--- src/rtl/popeye_rom_arbiter_if.sv ---
// Bus bundle between the ROM clients, the arbiter and the single-port ROM store.
// master = client/memory side, slave = arbiter side.
interface popeye_rom_arbiter_if #(
  parameter int MEM_AW = 17
);
  logic              dl_en;
  logic              dl_wr;
  logic [MEM_AW-1:0] dl_addr;
  logic [7:0]        dl_data;
  logic              cpu_req;
  logic [14:0]       cpu_addr;
  logic              cpu_ack;
  logic [7:0]        cpu_data;
  logic              snd_req;
  logic [13:0]       snd_addr;
  logic              snd_ack;
  logic [7:0]        snd_data;
  logic [MEM_AW-1:0] mem_addr;
  logic              mem_we;
  logic              mem_re;
  logic [7:0]        mem_din;
  logic [7:0]        mem_dout;
  logic              busy;

  modport master (
    output dl_en, dl_wr, dl_addr, dl_data,
    output cpu_req, cpu_addr, snd_req, snd_addr, mem_dout,
    input  cpu_ack, cpu_data, snd_ack, snd_data,
    input  mem_addr, mem_we, mem_re, mem_din, busy
  );

  modport slave (
    input  dl_en, dl_wr, dl_addr, dl_data,
    input  cpu_req, cpu_addr, snd_req, snd_addr, mem_dout,
    output cpu_ack, cpu_data, snd_ack, snd_data,
    output mem_addr, mem_we, mem_re, mem_din, busy
  );
endinterface

--- src/rtl/popeye_rom_arbiter.sv ---
// Shares one ROM store between the download stream (absolute priority) and
// round-robin CPU / sound read clients over a fixed-latency memory.
module popeye_rom_arbiter #(
  parameter int                MEM_AW   = 17,
  parameter int                RD_LAT   = 2,
  parameter logic [MEM_AW-1:0] CPU_BASE = 17'h00000,
  parameter logic [MEM_AW-1:0] SND_BASE = 17'h10000
) (
  input  logic                clk_sys,
  input  logic                reset,
  popeye_rom_arbiter_if.slave bus
);

  // state | meaning
  // IDLE  | no access in progress, arbitrate
  // READ  | mem_re issued, counting down the memory latency
  // DONE  | ack cycle for the granted client
  typedef enum logic [1:0] {IDLE = 2'd0, READ = 2'd1, DONE = 2'd2} state_t;

  state_t            state_q, state_d;
  logic [2:0]        cnt_q, cnt_d;
  logic              gnt_snd_q, gnt_snd_d;
  logic              last_snd_q, last_snd_d;
  logic              pick_snd;
  logic [MEM_AW-1:0] cpu_ext, snd_ext;
  logic [MEM_AW-1:0] mem_addr_q, mem_addr_d;
  logic              mem_we_q, mem_we_d;
  logic              mem_re_q, mem_re_d;
  logic [7:0]        mem_din_q, mem_din_d;
  logic [7:0]        cpu_data_q, cpu_data_d;
  logic [7:0]        snd_data_q, snd_data_d;

  assign cpu_ext  = CPU_BASE + MEM_AW'(bus.cpu_addr);
  assign snd_ext  = SND_BASE + MEM_AW'(bus.snd_addr);
  // sound wins only when alone or when the CPU had the previous grant
  assign pick_snd = bus.snd_req & (~bus.cpu_req | ~last_snd_q);

  always_ff @(posedge clk_sys) begin
    if (reset) begin
      state_q    <= IDLE;
      cnt_q      <= '0;
      gnt_snd_q  <= 1'b0;
      last_snd_q <= 1'b1;
      mem_addr_q <= '0;
      mem_we_q   <= 1'b0;
      mem_re_q   <= 1'b0;
      mem_din_q  <= '0;
      cpu_data_q <= '0;
      snd_data_q <= '0;
    end else begin
      state_q    <= state_d;
      cnt_q      <= cnt_d;
      gnt_snd_q  <= gnt_snd_d;
      last_snd_q <= last_snd_d;
      mem_addr_q <= mem_addr_d;
      mem_we_q   <= mem_we_d;
      mem_re_q   <= mem_re_d;
      mem_din_q  <= mem_din_d;
      cpu_data_q <= cpu_data_d;
      snd_data_q <= snd_data_d;
    end
  end

  always_comb begin
    state_d    = state_q;
    cnt_d      = cnt_q;
    gnt_snd_d  = gnt_snd_q;
    last_snd_d = last_snd_q;
    mem_addr_d = mem_addr_q;
    mem_we_d   = 1'b0;
    mem_re_d   = 1'b0;
    mem_din_d  = mem_din_q;
    cpu_data_d = cpu_data_q;
    snd_data_d = snd_data_q;

    if (bus.dl_en && bus.dl_wr) begin
      mem_we_d   = 1'b1;
      mem_addr_d = bus.dl_addr;
      mem_din_d  = bus.dl_data;
    end

    if (bus.dl_en) begin
      state_d = IDLE;
    end else begin
      unique case (state_q)
        IDLE: begin
          if (bus.cpu_req || bus.snd_req) begin
            gnt_snd_d  = pick_snd;
            mem_addr_d = pick_snd ? snd_ext : cpu_ext;
            mem_re_d   = 1'b1;
            cnt_d      = 3'(RD_LAT);
            state_d    = READ;
          end
        end
        READ: begin
          // cnt_q counts cycles left until mem_dout holds the requested byte
          if (cnt_q == 3'd1) begin
            cnt_d = 3'd0;
          end else if (cnt_q == 3'd0) begin
            if (gnt_snd_q) snd_data_d = bus.mem_dout;
            else           cpu_data_d = bus.mem_dout;
            state_d = DONE;
          end else begin
            cnt_d = cnt_q - 3'd1;
          end
        end
        DONE: begin
          last_snd_d = gnt_snd_q;
          state_d    = IDLE;
        end
        default: state_d = IDLE;
      endcase
    end
  end

  assign bus.cpu_ack  = (state_q == DONE) & ~gnt_snd_q;
  assign bus.snd_ack  = (state_q == DONE) &  gnt_snd_q;
  assign bus.cpu_data = cpu_data_q;
  assign bus.snd_data = snd_data_q;
  assign bus.mem_addr = mem_addr_q;
  assign bus.mem_we   = mem_we_q;
  assign bus.mem_re   = mem_re_q;
  assign bus.mem_din  = mem_din_q;
  assign bus.busy     = (state_q != IDLE) | bus.dl_en;

endmodule

--- src/flat_wrapper.sv ---
// flat-port wrapper written by rule: the top's interface ports become plain ports
module popeye_rom_arbiter_flat 
#(
  parameter int                MEM_AW   = 17,
  parameter int                RD_LAT   = 2,
  parameter logic [MEM_AW-1:0] CPU_BASE = 17'h00000,
  parameter logic [MEM_AW-1:0] SND_BASE = 17'h10000
)
  (clk_sys, reset, bus_dl_en, bus_dl_wr, bus_dl_addr, bus_dl_data, bus_cpu_req, bus_cpu_addr, bus_snd_req, bus_snd_addr, bus_mem_dout, bus_cpu_ack, bus_cpu_data, bus_snd_ack, bus_snd_data, bus_mem_addr, bus_mem_we, bus_mem_re, bus_mem_din, bus_busy);
  popeye_rom_arbiter_if #(.MEM_AW(MEM_AW)) bus_i ();
  input  logic clk_sys;
  input  logic reset;
  input wire logic [$bits(bus_i.dl_en)-1:0] bus_dl_en;
  input wire logic [$bits(bus_i.dl_wr)-1:0] bus_dl_wr;
  input wire logic [$bits(bus_i.dl_addr)-1:0] bus_dl_addr;
  input wire logic [$bits(bus_i.dl_data)-1:0] bus_dl_data;
  input wire logic [$bits(bus_i.cpu_req)-1:0] bus_cpu_req;
  input wire logic [$bits(bus_i.cpu_addr)-1:0] bus_cpu_addr;
  input wire logic [$bits(bus_i.snd_req)-1:0] bus_snd_req;
  input wire logic [$bits(bus_i.snd_addr)-1:0] bus_snd_addr;
  input wire logic [$bits(bus_i.mem_dout)-1:0] bus_mem_dout;
  output wire logic [$bits(bus_i.cpu_ack)-1:0] bus_cpu_ack;
  output wire logic [$bits(bus_i.cpu_data)-1:0] bus_cpu_data;
  output wire logic [$bits(bus_i.snd_ack)-1:0] bus_snd_ack;
  output wire logic [$bits(bus_i.snd_data)-1:0] bus_snd_data;
  output wire logic [$bits(bus_i.mem_addr)-1:0] bus_mem_addr;
  output wire logic [$bits(bus_i.mem_we)-1:0] bus_mem_we;
  output wire logic [$bits(bus_i.mem_re)-1:0] bus_mem_re;
  output wire logic [$bits(bus_i.mem_din)-1:0] bus_mem_din;
  output wire logic [$bits(bus_i.busy)-1:0] bus_busy;
  assign bus_i.dl_en = bus_dl_en;
  assign bus_i.dl_wr = bus_dl_wr;
  assign bus_i.dl_addr = bus_dl_addr;
  assign bus_i.dl_data = bus_dl_data;
  assign bus_i.cpu_req = bus_cpu_req;
  assign bus_i.cpu_addr = bus_cpu_addr;
  assign bus_i.snd_req = bus_snd_req;
  assign bus_i.snd_addr = bus_snd_addr;
  assign bus_i.mem_dout = bus_mem_dout;
  assign bus_cpu_ack = bus_i.cpu_ack;
  assign bus_cpu_data = bus_i.cpu_data;
  assign bus_snd_ack = bus_i.snd_ack;
  assign bus_snd_data = bus_i.snd_data;
  assign bus_mem_addr = bus_i.mem_addr;
  assign bus_mem_we = bus_i.mem_we;
  assign bus_mem_re = bus_i.mem_re;
  assign bus_mem_din = bus_i.mem_din;
  assign bus_busy = bus_i.busy;
  popeye_rom_arbiter #(.MEM_AW(MEM_AW), .RD_LAT(RD_LAT), .CPU_BASE(CPU_BASE), .SND_BASE(SND_BASE)) u_core (.clk_sys(clk_sys), .reset(reset), .bus(bus_i));
endmodule
--- config.mk ---
export PLATFORM = sky130hd
export DESIGN_NAME = popeye_rom_arbiter_flat
export DESIGN_NICKNAME = d
export VERILOG_FILES = /design/src/rtl/popeye_rom_arbiter_if.sv /design/src/rtl/popeye_rom_arbiter.sv /design/src/flat_wrapper.sv
export SDC_FILE = /design/constraint.sdc
export NUM_CORES = 1
export LEC_CHECK = 0
export BUFFER_PORTS_ARGS = -buffer_cell sky130_fd_sc_hd__buf_2
export CAP_MARGIN = 40
export CORE_MARGIN = 4
export CORE_UTILIZATION = 46
export CTS_CLUSTER_DIAMETER = 100
export DETAILED_ROUTE_END_ITERATION = 16
export PLACE_DENSITY = 0.89
export SKIP_LAST_GASP = 1
export SLEW_MARGIN = 30
export SYNTH_ARGS = -nofsm -noshare
export SYNTH_HDL_FRONTEND = slang
export SYNTH_SLANG_ARGS = --single-unit
--- constraint.sdc ---
create_clock -name clk_sys -period 1.89 [get_ports clk_sys]
set_clock_uncertainty 0.1 [all_clocks]
set_input_delay 0.0945 -clock clk_sys [delete_from_list [all_inputs] [get_ports clk_sys]]
set_output_delay 0.0945 -clock clk_sys [all_outputs]
set_load 0.005 [all_outputs]
Word level (Yosys, flattened, before mapping)
Cells that the tools add are included.
{"block": "op_classes", "addsub": 2, "mul": 0, "n_div": 0, "n_lt_le_gt_ge": 0, "n_eq_ne": 7, "shifts": 0, "n_mux": 15, "n_bitwise": 11, "reduce_logical": 14}
{"op": "17-bit 2-to-1 mux", "count": 5}
{"op": "17-bit by 14-bit adder with 17-bit output, first input constant", "count": 1}
{"op": "5-bit AND reduction", "count": 2}
{"op": "3-bit 2-to-1 mux", "count": 3}
{"op": "2-bit 2-to-1 mux", "count": 3}
{"op": "1-bit inverter", "count": 6}
{"op": "3-bit one-hot mux with 2 select lines", "count": 1}
{"op": "3-bit AND reduction", "count": 2}
{"op": "2-bit by 1-bit != test with 1-bit output, second input constant", "count": 2}
{"op": "2-bit one-hot mux with 2 select lines", "count": 1}
{"op": "4-bit AND reduction", "count": 1}
{"op": "2-bit nonzero test", "count": 2}
{"op": "1-bit AND", "count": 3}
{"op": "3-bit by 1-bit equality test with 1-bit output, second input constant", "count": 1}
{"op": "3-bit logical NOT", "count": 1}
{"op": "3-bit by 2-bit != test with 1-bit output, second input constant", "count": 1}
{"op": "3-bit OR reduction", "count": 1}
{"op": "3-bit by 1-bit subtractor with 3-bit output, second input constant", "count": 1}
{"op": "2-bit by 1-bit equality test with 1-bit output, second input constant", "count": 1}
{"op": "2-bit equality test, second input constant", "count": 1}
{"op": "2-bit logical NOT", "count": 1}
{"op": "1-bit 2-to-1 mux", "count": 2}
{"op": "2-bit != test, second input constant", "count": 1}
{"op": "1-bit bitwise OR", "count": 2}
{"op": "other kinds (4)", "count": 4}
{"block": "word_totals", "register_bits": 50, "latch_bits": 0, "ramBits": 0, "mem_bits_ro": 0, "inputBits": 68, "output_inout_bits": 46, "elab_cells": 59, "mem_count": 0}

Depth between registers and ports, before layout
Gate-level depths: netlist of run 1.
{"block": "depth", "depth_word": 7, "depth_mapped": 7, "mapped_depth_nobuf": 5}

Least setup slack after synthesis of run 1
Ideal clock, no wire load.
{"block": "synth_timing", "kind": "register to register", "start": "register u_core.cnt_q[1]", "end": "register u_core.snd_data_q[0], in the netlist u_core.bus.snd_data[0]", "setup_time_ps": 132, "arrival_time_ps": 1430, "required_ps": 1658, "slack_ps": 228, "path_stages_with_launch": 8, "n_path_buf": 2, "period_less_slack_ps": 1662, "cell_sequence": "dfxtp_1 inv_1 ha_1 or3b_1 buf_2 buf_2 o21ai_0 a21oi_1"}
{"block": "synth_via", "elab_chain_len": 3, "word_cells_on_any_way": 4, "cone_classes": "eq/ne: 1; bitwise: 1; reduce/logical: 2"}
{"element": "start, declared", "line": "popeye_rom_arbiter.sv:21", "source": "logic [2:0] cnt_q, cnt_d;"}
{"element": "start signal, assigned", "line": "popeye_rom_arbiter.sv:52", "source": "cnt_q <= cnt_d;"}
{"element": "3-bit by 1-bit equality test with 1-bit output", "line": "popeye_rom_arbiter.sv:97", "source": "if (cnt_q == 3'd1) begin"}
{"element": "1-bit inverter (no source line)"}
{"element": "5-bit AND reduction (no source line) *"}
{"element": "end signal, assigned", "line": "popeye_rom_arbiter.sv:60", "source": "snd_data_q <= snd_data_d;"}
{"element": "end, declared", "line": "popeye_rom_arbiter.sv:31", "source": "logic [7:0] snd_data_q, snd_data_d;"}
Every way passes the cells marked *; elsewhere a longest branch is shown, timed or not.
A chain may end at the register's enable or synchronous reset.

Worst setup path after layout of run 1
{"block": "layout_timing", "start": "register u_core.cnt_q[0]", "end": "register u_core.cnt_q[2]"}
{"block": "layout_via", "elab_chain_len": 4, "word_cells_on_any_way": 8, "cone_classes": "add/sub: 1; eq/ne: 2; mux: 3; reduce/logical: 2"}
{"element": "3-bit by 1-bit subtractor with 3-bit output", "line": "popeye_rom_arbiter.sv:104", "source": "cnt_d = cnt_q - 3'd1;"}
{"element": "3-bit 2-to-1 mux", "line": "popeye_rom_arbiter.sv:99", "source": "end else if (cnt_q == 3'd0) begin"}
{"element": "3-bit 2-to-1 mux", "line": "popeye_rom_arbiter.sv:97"}
{"element": "3-bit one-hot mux with 2 select lines", "line": "popeye_rom_arbiter.sv:85", "source": "unique case (state_q)"}
Parallel ways exist; a longest one is shown, timed or not. The select of a mux whose other input is x is not followed.

==> reports/qor.yml, run 1 <==
status: "completed"
clk_path_buf_depth: 2
rsz0062_at_grt: "false"
synth_fp_nets: 317
wl_met2_um: 3570
clk_latency_ps: 300
antenna_found_initial: 0
cpLargestDelayFamily: "simple AND/OR/NAND/NOR gates"
htree_levels: 2
synthArstFlopShare_pct: 0
fin_ws_ps: 118
drive_gt1_share_pct: 38.5
grt_pass1_wl_um: 10400
syn_area_mm2: 0.00234
drt_wl_total_um: 6870
crit_fanout: 4
slew_headroom_pct: 53.8
placed_cells: 412
grt_use_total_pct: 20.6
place_ws_ps: 122
critical_path_class: "flop to flop"
clk_transition_reported_paths_ps: 90
first_iter_violations: 170
io_buffers: 113
cp-start-kind: "flop"
avgViaCountPerCell: 5.60
synth-seq-cells: 50
drt_pass1_iterations: 4
syn_inst: 246
place.gp.congestion: 0.770
cts_made_buffers: 5
endpoint_kind: "flop"
fin_nets: 441
syn_to_final_growth_pct: 37.2
cp_data_arrival_time_ps: 1880
grt_max_degree: 26
synth_edf_count: 0
core-area_mm2: 0.00482
ys_types: 51
grt_pass1_vias: 2222
final_cell_mix: "buf_2, dfxtp_1, a21oi_1, nand2_1, dlygate4sd3_1"
yosysTopAreaCell: "dfxtp_1"
maxSlewViolCount: 0
hold_viol: 0
yosysWarningCount: 0
die-area_mm2: 0.00630
instances_no_fill: 438
avgRoutedWirePerCell_um: 15.7
slowest_delay_ps: 630
synthTopCellsByArea: "dfxtp_1, mux2i_1, a21oi_1"
synth_top_area_share_pct: 42.7
critPathBufInv: 1
ys.flop_type: "dfxtp_1"
cp_data_required_time_ps: 2000
cts_tree: "built"
fmax_mhz: 564
top_layer: "met4"
drc_errors: 0
yosysSeqAreaShare_pct: 42.7
cts_root_buf: "clkbuf_8"
cts_sinks: 50
finalCritPeriodShare_pct: 93.8
cp_slowest_cell: "or4b_2"
final.setup.tns_ps: 0
io_pins: 114
holdCritPathClass: "input port to flop"
p_leak_nw: 1.46
antenna_cells: 0
met3RoutedLength_um: 494
tightest_slew_ps: 693
cap_violations: 0
powerDensity_mw_per_mm2: 696
start_util_pct: 48.6
postCtsSetupBuffers: 0
die_y_um: 79.4
layout_commonest_cell: "buf_2"
setup_viol: 0
timing.final.crit_period_ps: 1770
row_count: 25
hpwl_um: 4700
fp.dieW_um: 79.4
vdd_drop_max_v: 0.000459
overflow: 0
syn_avg_cell_area_um2: 9.52
fin_util_pct: 66.7
vias: 2451
ant_nets: 0
worstPathCellList: "inv_1 -> ha_1 -> or4b_2 -> o41ai_1"
wl_met1_um: 2700
-- per-layer routing --
metal / GRT usage (%) / up-vias
li1: - / 1181
met1: 24.7 / 1140
met2: 37.3 / 117
met3: 3.63 / 13
met4: 6.01 / 0
met5: 0 / -
-- report_power, final --
group | switching [W] | internal (W) | total (W)
clock network | 0.000354 | 0.000295 | 0.000648
registers | 0.0000281 | 0.00111 | 0.00114
logic | 0.000231 | 0.000222 | 0.000453
-- cells by family (layout without fill, tap and decap cells) --
group / after synthesis / count (layout) / share of synthesized area (%)
fa+ha+maj: 3 / 3 / 1.60
buf+inv: 27 / 152 / 5.88
compound gates: 83 / 83 / 25.2
simple gates: 67 / 67 / 17.8
flops: 50 / 50 / 42.7
mux: 16 / 16 / 6.84
-- registers in the layout, summed over array words and instances (netlist names) --
register / flops
u_core.bus.mem_din: 8
u_core.bus.mem_addr: 17
u_core.last_snd_q: 1
u_core.gnt_snd_q: 1
u_core.cnt_q: 3
u_core.bus.mem_re: 1
u_core.bus.snd_data: 8
u_core.state_q: 2
u_core.bus.mem_we: 1
u_core.bus.cpu_data: 8
-- stage by stage --
step	total power, W	hold WS (ps)	instance area [um2]
2_1_floorplan	0.00140	130	2340
3_3_place_gp	0.00156	239	2940
3_5_place_dp	0.00158	240	2940
4_1_cts	0.00224	17.9	3210
5_1_grt	0.00234	32.9	3210
6_report	0.00224	25.5	3210
-- synth_stat cells, types with 8 or more instances --
cell type,n
nand3_1,16
mux2i_1,16
dfxtp_1,50
a221oi_1,12
buf_2,8
o32ai_1,14
a21oi_1,26
clkbuf_1,8
o21ai_0,16
nand2_1,18
-- worst paths after layout --
check,slack (ps),depth (start not counted),startpoint,endpoint
hold reg to reg,360,2,u_core.bus.mem_din[3],u_core.bus.mem_din[3]
hold / removal,30,3,bus_snd_addr[8],u_core.bus.mem_addr[8]
setup reg to reg,120,4,u_core.cnt_q[0],u_core.cnt_q[2]
setup / recovery,120,4,u_core.cnt_q[0],u_core.cnt_q[2]
-- repair_timing --
action	4_1_cts	5_1_grt
hold buffers	18	0
endpoints found under the hold margin	26	0
resized for setup	0	1
setup endpoints to repair	0	6
-- worst register-to-register path: cells and delay by family, from the launching register on --
| family | cells | cell delay (ps) |
|---|---|---|
| compound gates | 1 | 250 |
| fa+ha+maj | 1 | 220 |
| buf+inv | 1 | 80 |
| flops | 1 | 390 |
| simple gates | 1 | 630 |
-- layout make-up --
| class | instances | area [um2] |
|---|---|---|
| clock buffers | 6 | 82.6 |
| well taps | 67 | 83.8 |
| multi-input cells | 169 | 1210 |
| inverters | 4 | 15.0 |
| clock inverters | 2 | 12.5 |
| repair buffers | 140 | 813 |
| flip-flops and latches | 50 | 1000 |
| fillers | 391 | 1600 |
(Power assumes the default switching activity.)
==> inputs of run 2 (changes only) <==
Settings changed: CORE_UTILIZATION 46 to 49, PLACE_DENSITY 0.89 to 0.93.
Clock period 1.89 ns to 2.1 ns, I/O delays scaled along.
==> run 2 against run 1 <==
Effect of this change:
- maximum frequency down 7.8%
- core utilization rose by 3.4 points
- routed wire length grew 0.39%
- critical path depth up 1
- non-clock buffer count is 4 lower
- sequential share of layout area rose by 0.53 points
- flip-flop and latch count unchanged
- die area shrank 5.5%
- cell area is 1.7% lower
- count of clock-buffer cells in the layout is 1 lower
- setup slack improved by 60 ps
- register-to-register slack improved by 60 ps
- largest cell class unchanged
==> reports/qor.yml, run 2 (same netlist as run 1, synthesis figures left out) <==
fin_util_pct: 70.2  # +3.4 points
fmax_mhz: 520  # -7.8%
grt_max_degree: 36  # +38%
drt_wl_total_um: 6900  # +0.39%
rsz0062_at_grt: "false"
final.setup.tns_ps: 0  # unchanged
setup_viol: 0  # unchanged
hold_path.startpoint: "bus_snd_addr[2]"
r2r-start: "u_core.cnt_q[1]"
cts_sinks: 50  # unchanged
core-area_mm2: 0.00450  # -6.5%
cap_violations: 0  # unchanged
die-area_mm2: 0.00595  # -5.5%
cts_made_buffers: 5  # unchanged
cpLargestDelayFamily: "simple AND/OR/NAND/NOR gates"
endpoint_kind: "flop"
grt_pass1_wl_um: 11000  # +5.8%
slew_headroom_pct: 55.1  # +1.3 points
cts.repair.resized: 0  # unchanged
holdCritPathClass: "input port to flop"
die_y_um: 77.1  # -2.8%
drc_errors: 0  # unchanged
clk_latency_ps: 310  # about the same
antenna_found_initial: 0  # unchanged
finalCritPeriodShare_pct: 91.6  # -2.2 points
start_util_pct: 52.0  # +3.4 points
final_cell_mix: "buf_2, dfxtp_1, a21oi_1, nand2_1, dlygate4sd3_1"
r2r_slack_ps: 180  # +60 ps
io_pins: 114  # unchanged
cts_hold_buf: 18  # unchanged
reg2reg_to: "u_core.bus.snd_data[4]"
clk_path_buf_depth: 2  # unchanged
cts_tree: "built"
timing.final.crit_period_ps: 1920  # +150 ps
syn_to_final_growth_pct: 34.9
cts_root_buf: "clkbuf_8"
slowest_delay_ps: 600  # -30 ps
avgRoutedWirePerCell_um: 16.5  # +4.9%
drt_pass1_iterations: 5  # +1
cp-start-kind: "flop"
grt_use_total_pct: 22.6  # +2.0 points
maxSlewViolCount: 0  # unchanged
io_buffers: 113  # unchanged
ant_nets: 0  # unchanged
critical_path_class: "flop to flop"
row_count: 24  # -4.0%
powerDensity_mw_per_mm2: 636  # -8.7%
tightest_slew_ps: 673  # -20.1 ps
r2r_cells: 5  # +1
antenna_cells: 0  # unchanged
vdd_drop_max_v: 0.000443  # -3.6%
place_ws_ps: 268  # +146 ps
first_iter_violations: 174  # +2.4%
hold_end: "u_core.bus.mem_addr[2]"
cp_data_arrival_time_ps: 1980  # +100 ps
grt_pass1_vias: 2397  # +7.9%
place.gp.congestion: 0.774  # +0.62%
largest_register_ffs: 17  # unchanged
overflow: 0  # unchanged
layout_commonest_cell: "buf_2"
drive_gt1_share_pct: 37.6  # -0.94 points
hold_viol: 0  # unchanged
p_leak_nw: 1.43  # -1.7%
avgViaCountPerCell: 5.91  # +5.6%
area.sequential_mm2: 0.00100  # unchanged
fillers: 324  # -17%
fin_nets: 437  # -0.91%
clk_transition_reported_paths_ps: 100  # about the same
holdWs_ps: 30.0  # +4.50 ps
total_power_w: 0.00201  # -10%
hpwl_um: 4690  # -0.15%
status: "completed"
whs_path_depth: 3  # unchanged
cp_slowest_cell: "or3b_1"
worstPathCellList: "inv_1 -> ha_1 -> or3b_1 -> o21ai_0 -> a21oi_1"
crit_fanout: 18  # +14
cp_data_required_time_ps: 2160  # +160 ps
vias: 2476  # +1.0%
postCtsSetupBuffers: 0  # unchanged
fin_ws_ps: 177  # +59.8 ps
multi_input_area_mm2: 0.00120  # -0.21%
htree_levels: 2  # unchanged
fp.dieW_um: 77.1  # -2.8%
critPathBufInv: 1  # unchanged
run 2: changes by cell type in the layout (fill, tap and decap cells not counted):
cell	change
buf_4	-4
clkbuf_8	-1
clkinv_2	-1
clkinvlp_4	+1
inv_6	+1
or3b_1	+1
or3b_4	-1
run 2: layout make-up:
| cell class | count | share of cell area [%] |
|---|---|---|
| well taps | 52 | 2.06 |
| flip-flops and latches | 50 | 31.7 |
| clock inverters | 3 | 0.752 |
| repair buffers | 136 | 24.8 |
| inverters | 4 | 0.475 |
| clock buffers | 5 | 2.18 |
| multi-input cells | 169 | 38.1 |
run 2: worst max-delay path by stage:
stage	from	to	depth (start not counted)
after global placement	u_core.cnt_q[1]	u_core.bus.snd_data[7]	5
after CTS	u_core.state_q[1]	u_core.bus.mem_addr[10]	3
final	u_core.cnt_q[1]	u_core.bus.snd_data[4]	5
after detailed placement	u_core.state_q[1]	u_core.bus.mem_addr[10]	3
after global routing	u_core.cnt_q[1]	u_core.bus.snd_data[4]	5
after floorplan	u_core.cnt_q[1]	u_core.bus.snd_data[0]	7
run 2: routing by layer:
metal | up-vias | share of wire, % | wire length (um) | GRT usage (%)
met4 | 0 | 2.9 | 201 | 10.9
met2 | 138 | 50 | 3430 | 37.5
met1 | 1144 | 39 | 2710 | 26.8
met5 | - | 0 | 0 | 0
li1 | 1169 | - | - | -
met3 | 25 | 8.1 | 558 | 6.09
run 2: power breakdown:
| group | internal (W) | switching [W] | leakage [nW] | total [W] |
|---|---|---|---|---|
| Combinational | 0.000193 | 0.000201 | 0.982 | 0.000394 |
| Clock | 0.000239 | 0.000347 | 0.0408 | 0.000586 |
| Sequential | 0.000998 | 0.0000321 | 0.409 | 0.00103 |
run 2: worst min-delay path: stages:
cell and delay (ps):
buf_2 100, o32ai_1 100, a221oi_1 90
run 2: stage by stage:
step                area (um2)  std cells
detailed placement        2890        393
floorplan                 2340        246
finish                    3160        419
global placement          2890        393
CTS                       3160        419
global route              3160        419
==> inputs of run 3 (changes only) <==
Settings changed: PLACE_DENSITY 0.93 to unset, PLACE_DENSITY_LB_ADDON set to 0.08.
==> run 3 against run 2 <==
Effect of this change:
- first-iteration DRC count down 17%
- cell area up 0.95%
- via count down 4.7%
- routed wire length down 4.1%
- setup slack better by 38 ps
- cell count up 0.48%
- sequential power about the same
- core utilization up 0.67 points
- worst hold slack worse by 15 ps
- register-to-register slack better by 40 ps
- count of clock-buffer cells in the layout up 1
- maximum frequency up 2.0%
- largest power group unchanged
- highest routed layer unchanged
==> reports/qor.yml, run 3 (same netlist as run 1, synthesis figures left out) <==
status: "completed"
fin_nets: 439  # +0.46%
r2r-start: "u_core.cnt_q[1]"
drc_errors: 0  # unchanged
cp-start-kind: "flop"
fin_area_mm2: 0.00319  # +0.95%
grt_use_total_pct: 21.6  # -0.99 points
grt_pass1_wl_um: 10600  # -3.8%
timing.final.crit_period_ps: 1880  # -38.4 ps
cts_tree: "built"
maxSlewViolCount: 0  # unchanged
fp.dieW_um: 77.1  # unchanged
cp_data_required_time_ps: 2180  # +20 ps
critical_path_class: "flop to flop"
ant_nets: 0  # unchanged
cts_made_buffers: 5  # unchanged
p_leak_nw: 1.45  # +1.5%
core-area_mm2: 0.00450  # unchanged
layout_commonest_cell: "buf_2"
slew_headroom_pct: 49.9  # -5.3 points
reg2reg_to: "u_core.bus.snd_data[1]"
syn_to_final_growth_pct: 36.2
startpoint: "u_core.cnt_q[1]"
endpoint_kind: "flop"
cp_data_arrival_time_ps: 1960  # -20 ps
grt_max_degree: 30  # -17%
overflow: 0  # unchanged
drive_gt1_share_pct: 37.9  # +0.34 points
largest_register_ffs: 17  # unchanged
placed_area_mm2: 0.00291  # +0.78%
r2r_slack_ps: 220  # +40 ps
vdd_drop_max_v: 0.000336  # -24%
avgViaCountPerCell: 5.61  # -5.1%
final_cell_mix: "buf_2, dfxtp_1, a21oi_1, nand2_1, dlygate4sd3_1"
io_pins: 114  # unchanged
crit_fanout: 18  # unchanged
die_y_um: 77.1  # unchanged
clk_latency_ps: 300  # about the same
cp-endpoint: "u_core.bus.snd_data[1]"
io_buffers: 113  # unchanged
antenna_cells: 0  # unchanged
hold_viol: 0  # unchanged
place.gp.congestion: 0.775  # +0.12%
powerDensity_mw_per_mm2: 660  # +3.7%
grt_pass1_vias: 2226  # -7.1%
die-area_mm2: 0.00595  # unchanged
rsz0062_at_grt: "false"
avgRoutedWirePerCell_um: 15.7  # -4.6%
tightest_slew_ps: 752  # +78.7 ps
cts_sinks: 50  # unchanged
final.setup.tns_ps: 0  # unchanged
antenna_found_initial: 0  # unchanged
drt_wl_total_um: 6610  # -4.1%
drt_pass1_iterations: 4  # -1
clk_transition_reported_paths_ps: 90  # about the same
holdCritPathClass: "input port to flop"
first_iter_violations: 144  # -17%
r2r_cells: 5  # unchanged
htree_levels: 2  # unchanged
vias: 2360  # -4.7%
finalCritPeriodShare_pct: 89.7  # -1.8 points
hpwl_um: 4530  # -3.5%
row_count: 24  # unchanged
fmax_mhz: 531  # +2.0%
setup_viol: 0  # unchanged
clk_path_buf_depth: 2  # unchanged
cap_violations: 0  # unchanged
start_util_pct: 52.0  # unchanged
cts_root_buf: "clkbuf_8"
[run 3: what timing repair did]
item	in CTS	in global routing
buffers inserted	0	0
hold buffers	17	0
resized for setup	0	0
endpoints found under the hold margin	25	0
[run 3: layout make-up]
type | instances | area, um2
inverter | 4 | 15.0
clock inverter | 2 | 37.5
multi-input combinational | 169 | 1200
clock buffer | 6 | 72.6
timing repair buffer | 138 | 796
fill | 370 | 1310
tap | 52 | 65.1
sequential | 50 | 1000
[run 3: power by group]
part / switching (W) / internal, W / total, W / leakage (nW)
Clock: 0.000327 / 0.000356 / 0.000683 / 0.0514
Combinational: 0.000201 / 0.000195 / 0.000395 / 0.993
Sequential: 0.0000286 / 0.000998 / 0.00103 / 0.409
Total: 0.000556 / 0.00155 / 0.00210 / 1.45
[run 3: critical path: stages (launching register included)]
cell     delay (ps)
dfxtp_1         350
inv_1            80
ha_1            230
or3b_1          600
o21ai_0         290
a21oi_1         100
[run 3: per-stage QoR]
| stage | instances | setup slack (ps) | hold WS, ps | power, W | utilization, % |
|---|---|---|---|---|---|
| final | 421 | 216 | 14.9 | 0.00210 | 70.8 |
| after global routing | 421 | 139 | 28.6 | 0.00220 | 70.8 |
| after global placement | 396 | 356 | 248 | 0.00141 | 64.6 |
| after CTS | 421 | 236 | 7.67 | 0.00211 | 70.8 |
| after floorplan | 246 | 438 | 141 | 0.00126 | - |
| after detailed placement | 396 | 251 | 251 | 0.00142 | 64.6 |
[run 3: worst min-delay path by stage]
stage | from | to | slack [ps] | cells after the start
floorplan | bus_dl_data[0] | u_core.bus.mem_din[0] | 140 | 2
global placement | bus_dl_data[1] | u_core.bus.mem_din[1] | 250 | 3
detailed placement | bus_dl_data[7] | u_core.bus.mem_din[7] | 250 | 3
CTS | bus_dl_en | u_core.state_q[1] | 8 | 2
global route | bus_dl_en | u_core.state_q[1] | 30 | 2
finish | bus_dl_addr[15] | u_core.bus.mem_addr[15] | 10 | 3
[run 3: layer usage]
metal / up-vias / track usage, % / wire length, um
met1: 1082 / 27.4 / 2860
met4: 0 / 8.19 / 134
li1: 1175 / - / -
met2: 90 / 36.0 / 3210
met3: 13 / 4.10 / 408
met5: - / 0 / 0
